--- src/rtl/regfile_pkg.sv ---
// Shared defaults, FSM state type and width helper for the parameterised register file.
package regfile_pkg;

    localparam int unsigned XLEN_DEF  = 32;
    localparam int unsigned NREGS_DEF = 32;

    typedef enum logic {
        IDLE  = 1'b0,
        CLEAR = 1'b1
    } state_e;

    function automatic int unsigned clog2(input int unsigned n);
        int unsigned r;
        r = 0;
        for (int unsigned v = n - 1; v > 0; v = v >> 1) begin
            r++;
        end
        return r;
    endfunction

endpackage

--- src/rtl/regfile_read_port.sv ---
// One combinational read port: decode, x0 zeroing, write bypass and masking during a clear sweep.
module regfile_read_port
    import regfile_pkg::*;
#(
    parameter int unsigned XLEN  = XLEN_DEF,
    parameter int unsigned NREGS = NREGS_DEF,
    parameter int unsigned AW    = clog2(NREGS)
) (
    input  logic [AW-1:0]         rd_addr_i,
    input  logic [NREGS*XLEN-1:0] regs_i,
    input  logic                  wr_en_i,
    input  logic [AW-1:0]         wr_addr_i,
    input  logic [XLEN-1:0]       wr_data_i,
    input  logic                  clr_req_i,
    input  logic                  busy_i,
    output logic [XLEN-1:0]       rd_data_o
);

    logic bypass;

    // Forward only writes that will actually commit on the coming edge.
    assign bypass = wr_en_i && (wr_addr_i == rd_addr_i) && (wr_addr_i != '0)
                    && !busy_i && !clr_req_i;

    always_comb begin
        rd_data_o = '0;
        if (!busy_i) begin
            if (bypass) begin
                rd_data_o = wr_data_i;
            end else if (rd_addr_i != '0) begin
                rd_data_o = regs_i[rd_addr_i*XLEN +: XLEN];
            end
        end
    end

endmodule

--- src/rtl/param_register_file.sv ---
// Parameterised register file with x0 hardwired to zero, N read ports and a sequential clear sweep.
module param_register_file
    import regfile_pkg::*;
#(
    parameter int unsigned XLEN     = XLEN_DEF,
    parameter int unsigned NREGS    = NREGS_DEF,
    parameter int unsigned N_READ   = 2,
    parameter int unsigned DISP_IDX = NREGS - 1,
    localparam int unsigned AW      = clog2(NREGS)
) (
    input  logic                   clk,
    input  logic                   rst,
    input  logic [N_READ*AW-1:0]   rd_addr,
    output logic [N_READ*XLEN-1:0] rd_data,
    input  logic                   wr_en,
    input  logic [AW-1:0]          wr_addr,
    input  logic [XLEN-1:0]        wr_data,
    input  logic                   clr_req,
    output logic                   busy,
    output logic [XLEN-1:0]        disp_data
);

    localparam logic [AW-1:0] LastIdx = AW'(NREGS - 1);

    state_e          state_q, state_d;
    logic [AW-1:0]   clr_ptr_q, clr_ptr_d;

    logic            mem_we;
    logic [AW-1:0]   mem_waddr;
    logic [XLEN-1:0] mem_wdata;

    logic [XLEN-1:0]       regs_q [NREGS];
    logic [NREGS*XLEN-1:0] regs_flat;

    assign busy = (state_q == CLEAR);

    always_comb begin
        state_d   = state_q;
        clr_ptr_d = clr_ptr_q;
        unique case (state_q)
            IDLE: begin
                if (clr_req) begin
                    state_d   = CLEAR;
                    clr_ptr_d = AW'(1);
                end
            end
            CLEAR: begin
                // Stop on the last index; clr_req is ignored for the whole sweep.
                if (clr_ptr_q == LastIdx) begin
                    state_d = IDLE;
                end else begin
                    clr_ptr_d = clr_ptr_q + AW'(1);
                end
            end
            default: state_d = IDLE;
        endcase
    end

    always_ff @(posedge clk or posedge rst) begin
        if (rst) begin
            state_q   <= CLEAR;
            clr_ptr_q <= AW'(1);
        end else begin
            state_q   <= state_d;
            clr_ptr_q <= clr_ptr_d;
        end
    end

    always_comb begin
        mem_we    = 1'b0;
        mem_waddr = '0;
        mem_wdata = '0;
        if (busy) begin
            mem_we    = 1'b1;
            mem_waddr = clr_ptr_q;
        end else if (wr_en && (wr_addr != '0) && !clr_req) begin
            mem_we    = 1'b1;
            mem_waddr = wr_addr;
            mem_wdata = wr_data;
        end
    end

    // Storage has no reset; the post-reset sweep brings it to zero.
    always_ff @(posedge clk) begin
        if (mem_we) begin
            regs_q[mem_waddr] <= mem_wdata;
        end
    end

    for (genvar i = 0; i < NREGS; i++) begin : g_flat
        if (i == 0) begin : g_zero
            assign regs_flat[i*XLEN +: XLEN] = '0;
        end else begin : g_reg
            assign regs_flat[i*XLEN +: XLEN] = regs_q[i];
        end
    end

    assign disp_data = busy ? '0 : regs_flat[DISP_IDX*XLEN +: XLEN];

    for (genvar k = 0; k < N_READ; k++) begin : g_rd
        regfile_read_port #(
            .XLEN  (XLEN),
            .NREGS (NREGS),
            .AW    (AW)
        ) u_rd (
            .rd_addr_i (rd_addr[k*AW +: AW]),
            .regs_i    (regs_flat),
            .wr_en_i   (wr_en),
            .wr_addr_i (wr_addr),
            .wr_data_i (wr_data),
            .clr_req_i (clr_req),
            .busy_i    (busy),
            .rd_data_o (rd_data[k*XLEN +: XLEN])
        );
    end

endmodule

--- config.mk ---
export PLATFORM = sky130hd
export DESIGN_NAME = param_register_file
export DESIGN_NICKNAME = d
export VERILOG_FILES = /design/src/rtl/regfile_pkg.sv /design/src/rtl/regfile_read_port.sv /design/src/rtl/param_register_file.sv
export SDC_FILE = /design/constraint.sdc
export NUM_CORES = 2
export LEC_CHECK = 0
export CAP_MARGIN = 10
export CELL_PAD_IN_SITES_DETAIL_PLACEMENT = 1
export CELL_PAD_IN_SITES_GLOBAL_PLACEMENT = 1
export CORE_ASPECT_RATIO = 0.75
export CORE_MARGIN = 4
export CORE_UTILIZATION = 35
export DETAILED_ROUTE_END_ITERATION = 12
export PLACE_DENSITY = 0.55
export SETUP_SLACK_MARGIN = 0.2
export SLEW_MARGIN = 25
export SYNTH_ARGS = -nofsm -noshare
export SYNTH_HDL_FRONTEND = slang
export SYNTH_SLANG_ARGS = --single-unit
export TNS_END_PERCENT = 20
--- constraint.sdc ---
create_clock -name clk -period 7.4 [get_ports clk]
set_input_delay 1.48 -clock clk [delete_from_list [all_inputs] [get_ports clk]]
set_output_delay 1.48 -clock clk [all_outputs]
set_load 0.03 [all_outputs]
* Word level (Yosys, flattened, before mapping)
Memory sizes are Yosys's and may differ from the RTL's.
Cells that the tools add are included.
** Storage, ports and cells
- Flip-flop bits (word level) :: 6
- Bits in writable memories :: 1024
- Input bits :: 51
- Output and inout port bits :: 97
- Logic and storage cells :: 49
- Memories :: 1
** Operators by class
- Add/sub/neg operators :: 1
- Equality and inequality tests :: 5
- Shift operators :: 2
- Muxes and demuxes :: 21
- Bitwise operators :: 1
- Reduce and logical (&&, ||, !) cells :: 16
** Memory list
- regs_q :: depth 32, width 32, rd ports 31, clocked after memory_dff 0, wr ports 1, line param_register_file.sv:32 : logic [XLEN-1:0] regs_q [NREGS];
** Operators with widths (count)
- 1024-bit by 11-bit indexed part select with 32-bit output :: 2
- 32-bit 2-to-1 mux :: 9
- 5-bit 2-to-1 mux :: 4
- 5-bit nonzero test :: 3
- 5-bit equality test :: 2
- 1-bit logical AND :: 10
- 5-bit one-hot mux with 2 select lines :: 1
- 1-bit 2-to-1 mux :: 6
- 5-bit by 1-bit adder with 5-bit output, second input constant :: 1
- 5-bit equality test, second input constant :: 1
- 2-bit != test, second input constant :: 2
- 1-bit zero test :: 2
- 1-bit one-hot mux with 2 select lines :: 1
- 2-bit AND reduction :: 1
- 1-bit NOT :: 1

* Longest topological paths before layout
- Word-level depth :: 7
- Mapped depth :: 9
- Gate-level depth less buffers :: 6

* Hierarchy
Synthesis repeated with hierarchy kept, for this count alone.
** Unflattened totals
- Cell total of the unflattened synthesis :: 3190
- Area total of the unflattened synthesis :: 49227.2 µm²
** Modules (own cells, without submodules)
- param_register_file :: times used 1, cells an instance 1158, area each 30989.7 µm², sequential area each 29941.2 µm²
- regfile_read_port :: times used 2, cells an instance 1016, area each 9118.7 µm², sequential area each 0.0 µm²

* Least setup slack after synthesis
No wires, ideal clock.
- Path kind :: input to output
- Start :: in rd_addr[0]
- End :: out rd_data[16]
- Arrival time :: 3.293 ns
- Required time :: 5.920 ns
- Setup slack :: 2.627 ns
- Cell stages on the path :: 7
- Path buffers :: 4
- Cells stage by stage :: buf_6 -> buf_6 -> buf_2 -> buf_2 -> nor3_1 -> o32a_1 -> o21ai_0
** Between the ends
- Word-level cells in the longest chain between the ends :: 7
- Elaborated cells on any way between the ends :: 10
- Classes of those cells :: eq/ne (1); shift (1); mux (3); reduce/logical (5)
** Ends and longest elaborated chain
- start, declared :: line param_register_file.sv:13 : input logic [N_READ*AW-1:0] rd_addr,
- branches (longest 5 deep; another with 1024-bit by 11-bit indexed part select with 32-bit output)
- 32-bit 2-to-1 mux (*) :: line regfile_read_port.sv:28 : if (bypass) begin
- 32-bit 2-to-1 mux (*) :: line regfile_read_port.sv:27 : if (!busy_i) begin
- end, declared :: line param_register_file.sv:14 : output logic [N_READ*XLEN-1:0] rd_data,
Every way passes the cells marked *.

* Worst setup path in the final report
- Start :: in wr_addr[1]
- End :: out rd_data[22]
** Between the ends
- Word-level cells in the longest chain between the ends :: 7
- Elaborated cells on any way between the ends :: 8
- Classes of those cells :: eq/ne (1); mux (2); reduce/logical (5)
** Ends and longest elaborated chain
- start, declared :: line param_register_file.sv:16 : input logic [AW-1:0] wr_addr,
- 5-bit equality test :: line regfile_read_port.sv:22 : assign bypass = wr_en_i && (wr_addr_i == rd_addr_i) && (wr_addr_i != '0)
- 1-bit logical AND :: line regfile_read_port.sv:22
- 1-bit logical AND (*) :: line regfile_read_port.sv:22
- 1-bit logical AND (*) (2 in a row) :: line regfile_read_port.sv:23 : && !busy_i && !clr_req_i;
- 32-bit 2-to-1 mux (*) :: line regfile_read_port.sv:28
- 32-bit 2-to-1 mux (*) :: line regfile_read_port.sv:27
Mark *: on every way between the ends. The rest lies on a longest branch, timed or not.

==> implementation parameters <==
Parameter                              Value

Logic synthesis
  Number of instances in the synthesized netlist ... 2498
  Fraction of post-synthesis cell area in the top cell type by area ... between 60% and 70%
  Cell types occupying the most area after synthesis ... edfxtp_1 63%, mux4_2 20%, a22oi_1 2.7%
  Register bit count reported by yosys ... 998
  Proportion of register bits with asynchronous set or reset after synthesis ... 0.601%
  Top flip-flop cell by instance count after synthesis ... edfxtp_1
  Cell area after synthesis ... about 0.047 mm2
  Count of flip-flops with a built-in enable after synthesis ... 992
  Synthesis warning total ... 0
  Count of distinct cell types in the synthesized netlist ... 50
  Mapped Avg Cell Area ... 18.8 um2
  Nets in the synthesized netlist ... about 2600
  Proportion of synthesized chip area in sequential cells ... 63.7%
  Top cell type by total area after synthesis ... edfxtp_1

Power
  PwrDens ... 288 mW/mm2
  Highest ir drop seen on vdd ... 0.182 mV
  Total power consumption of the routed design ... 15800 uW
  Static leakage ... 0.0165 uW

Floorplan
  Die extent in x ... between 400 and 500 um
  Initial core utilization ... 35.3%
  I/O pin cnt ... 148
  FP Rows ... about 120
  Area of the core ... about 0.13 mm2
  Area of the die ... about 0.14 mm2
  Height of the chip ... 325 um

STA
  Fmax ... 150 MHz
  Final Slew Violations ... 0
  Worst Skew ... 28.5 ps
  Setup-failing EPs final ... 0
  Final Worst Setup Slack ... between 700 and 800 ps
  Aggregate negative setup slack ... 0 ps
  Crit share post-route ... 90.2%
  Unrepaired setup endpoints after global routing ... no
  Relative max-transition margin ... 27.5%
  Final hold vios ... 0
  Worst-margin pin slew ... 1090 ps
  Final critical-path required period ... 6680 ps

Status
  Outcome ... finished, final reports clean

Clock tree
  Number of gates resized after CTS ... 0
  CTS tree ... done
  Clock transition at the register clock pins on the worst setup and hold paths after CTS ... 60 ps
  Cell at the root of the clock tree ... clkbuf_16
  Max Buffers Root-to-Sink ... 3
  Post-CTS Setup Bufs ... 0
  Clock latency on the worst-skew pair ... 710 ps
  Number of sinks driven by the clock tree ... approximately 1000
  TritonCTS Buffers ... 106
  Number of hold buffers added after cts ... 0
  H-Tree Depth ... 3

Route
  Remaining DRCs ... 0
  Detailed-router iteration count before antenna repair ... 6
  Vias after detailed routing ... 29000
  DR WL/cell ... 39.6 um
  Remaining antenna violation count ... 0
  Via density per instance ... 6.42
  Final wirelength ... 179000 um
  DRC marker count from the first detailed-route iteration ... 3915

Worst setup path
  CP required ... slightly below 6000 ps
  Highest net fanout along the worst path ... 32
  Kind of end point of the critical path ... output pin
  Crit. Startpoint ... wr_addr[1]
  Crit path arrival time ... 5200 ps
  Startpoint Class ... input port
  Critical path class ... in2out
  Origin of the critical flop-to-flop path ... busy$_DFF_PP1_

Global routing
  Initial antenna violation count ... 2
  Remaining global-route overflow ... 0
  Overall routing resource usage ... 25.2%
  Global-route wire length before repair ... 249000 um
  Via count of the first global-routing pass ... between 30000 and 40000
  Pin count of the biggest net entering global routing ... 105

Hold path
  Hold crit path type ... reg2reg
  Critical hold path startpoint ... clr_ptr_q[0]$_DFFE_PP1P_

Cells and area
  Area growth from synthesis to final layout ... 16.7%
  Fill cell count ... 12600
  Util after Layout ... 41.1%
  Area of the multi-input gates ... 0.0163 mm2
  Final non-filler cell area ... 0.0549 mm2
  Leading cell type in the layout, fill and taps excluded ... edfxtp_1
  NumNets Final ... 2717
  Number of antenna cells inserted ... 0
  Sequential Area ... 0.0299 mm2
  Fraction of layout cells with a size suffix above 1 ... 33.0%
  Most used cells in the layout excluding fill and tap cells ... 992 x edfxtp_1, 417 x mux4_2, 171 x a22oi_1, 126 x clkdlybuf4s50_1, 112 x mux2_2

Placed design
  Instance area at placement ... between 0.05 and 0.06 mm2
  DPL Wire Length ... 112000 um
  RePlAce Congestion ... 0.821
  IO Port Bufs ... 147
  Dpl ws ... 779 ps

Flow run
  Max Cap Violations ... 0
path summary, 6_finish.rpt:
kind                                                 end  slack, ps  depth (start not counted)
worst max-delay path                         rd_data[22]        720                          8
worst min-delay path            clr_ptr_q[0]$_DFFE_PP1P_        590                          2
worst max register to register   regs_q[5][19]$_DFFE_PP_       3070                          6
worst min register to register  clr_ptr_q[0]$_DFFE_PP1P_        590                          2
max in group asynchronous       clr_ptr_q[0]$_DFFE_PP1P_       6140                          2
min in group asynchronous       clr_ptr_q[4]$_DFFE_PP0P_        990                          2
synthesized netlist by cell type, drive strengths merged (12+ instances only):
library cell and number:
a22oi 171, a21oi 53, nor3 35, mux2i 33, clkbuf 106, mux2 112, nand2 16, a22o 24
o221ai 33, o22ai 12, buf 112, nor2b 73, a31oi 34, and2 36, a221o 31, mux4 417
nand3 26, nor2 38, edfxtp 992, a211o 32, a221oi 35
state kept, by name (all words and copies together), names as in the netlist:
signal and flops:
busy 1, regs_q 992, clr_ptr_q 5
metrics by stage:
| stage | instances | hold slack [ps] |
|---|---|---|
| floorplan | 2498 | 515 |
| global placement | 4318 | 542 |
| detailed placement | 4324 | 576 |
| CTS | 4520 | 585 |
| global route | 4522 | 608 |
| finish | 4522 | 585 |
worst max-delay path, cell delays in order:
cell and delay, ps:
clkdlybuf4s50_1 650, or4_4 670, o21ai_2 460, o41ai_4 170, buf_12 250, a211oi_1 650
a21o_1 150, clkdlybuf4s50_1 680
metal layers:
metal | wire (um) | vias to the layer above | share of wire [%] | GRT usage [%]
li1 | - | 11200 | - | -
met1 | 78400 | 16000 | 44 | 37.3
met2 | 80000 | 1528 | 45 | 38.0
met3 | 15000 | 284 | 8.3 | 4.82
met4 | 5910 | 0 | 3.3 | 7.61
met5 | 0 | - | 0 | 0
report_power, final:
group / internal (uW) / leakage [uW] / total (uW) / switching [uW]
clock: 3110 / 0.00169 / 5410 / 2300
sequential: 7050 / 0.00858 / 7390 / 334
combinational: 1060 / 0.00625 / 3010 / 1940
cells by family after synthesis:
logic type | Yosys count | synth area share, %
simple gates | 242 | 2.82
compound gates | 461 | 7.49
buf+inv | 222 | 2.42
xor+xnor | 11 | 0.205
flops | 998 | 63.7
fa+ha+maj | 2 | 0.0532
mux | 562 | 23.4
final cells by class:
cell class | instances | area share (%)
clock buffers | 131 | 5.12
multi-input cells | 1278 | 29.8
repair buffers | 276 | 5.31
flip-flops and latches | 998 | 54.6
well taps | 1770 | 4.04
clock inverters | 65 | 1.18
inverters | 4 | 0.0274
Power figures use the tool's default switching activity.
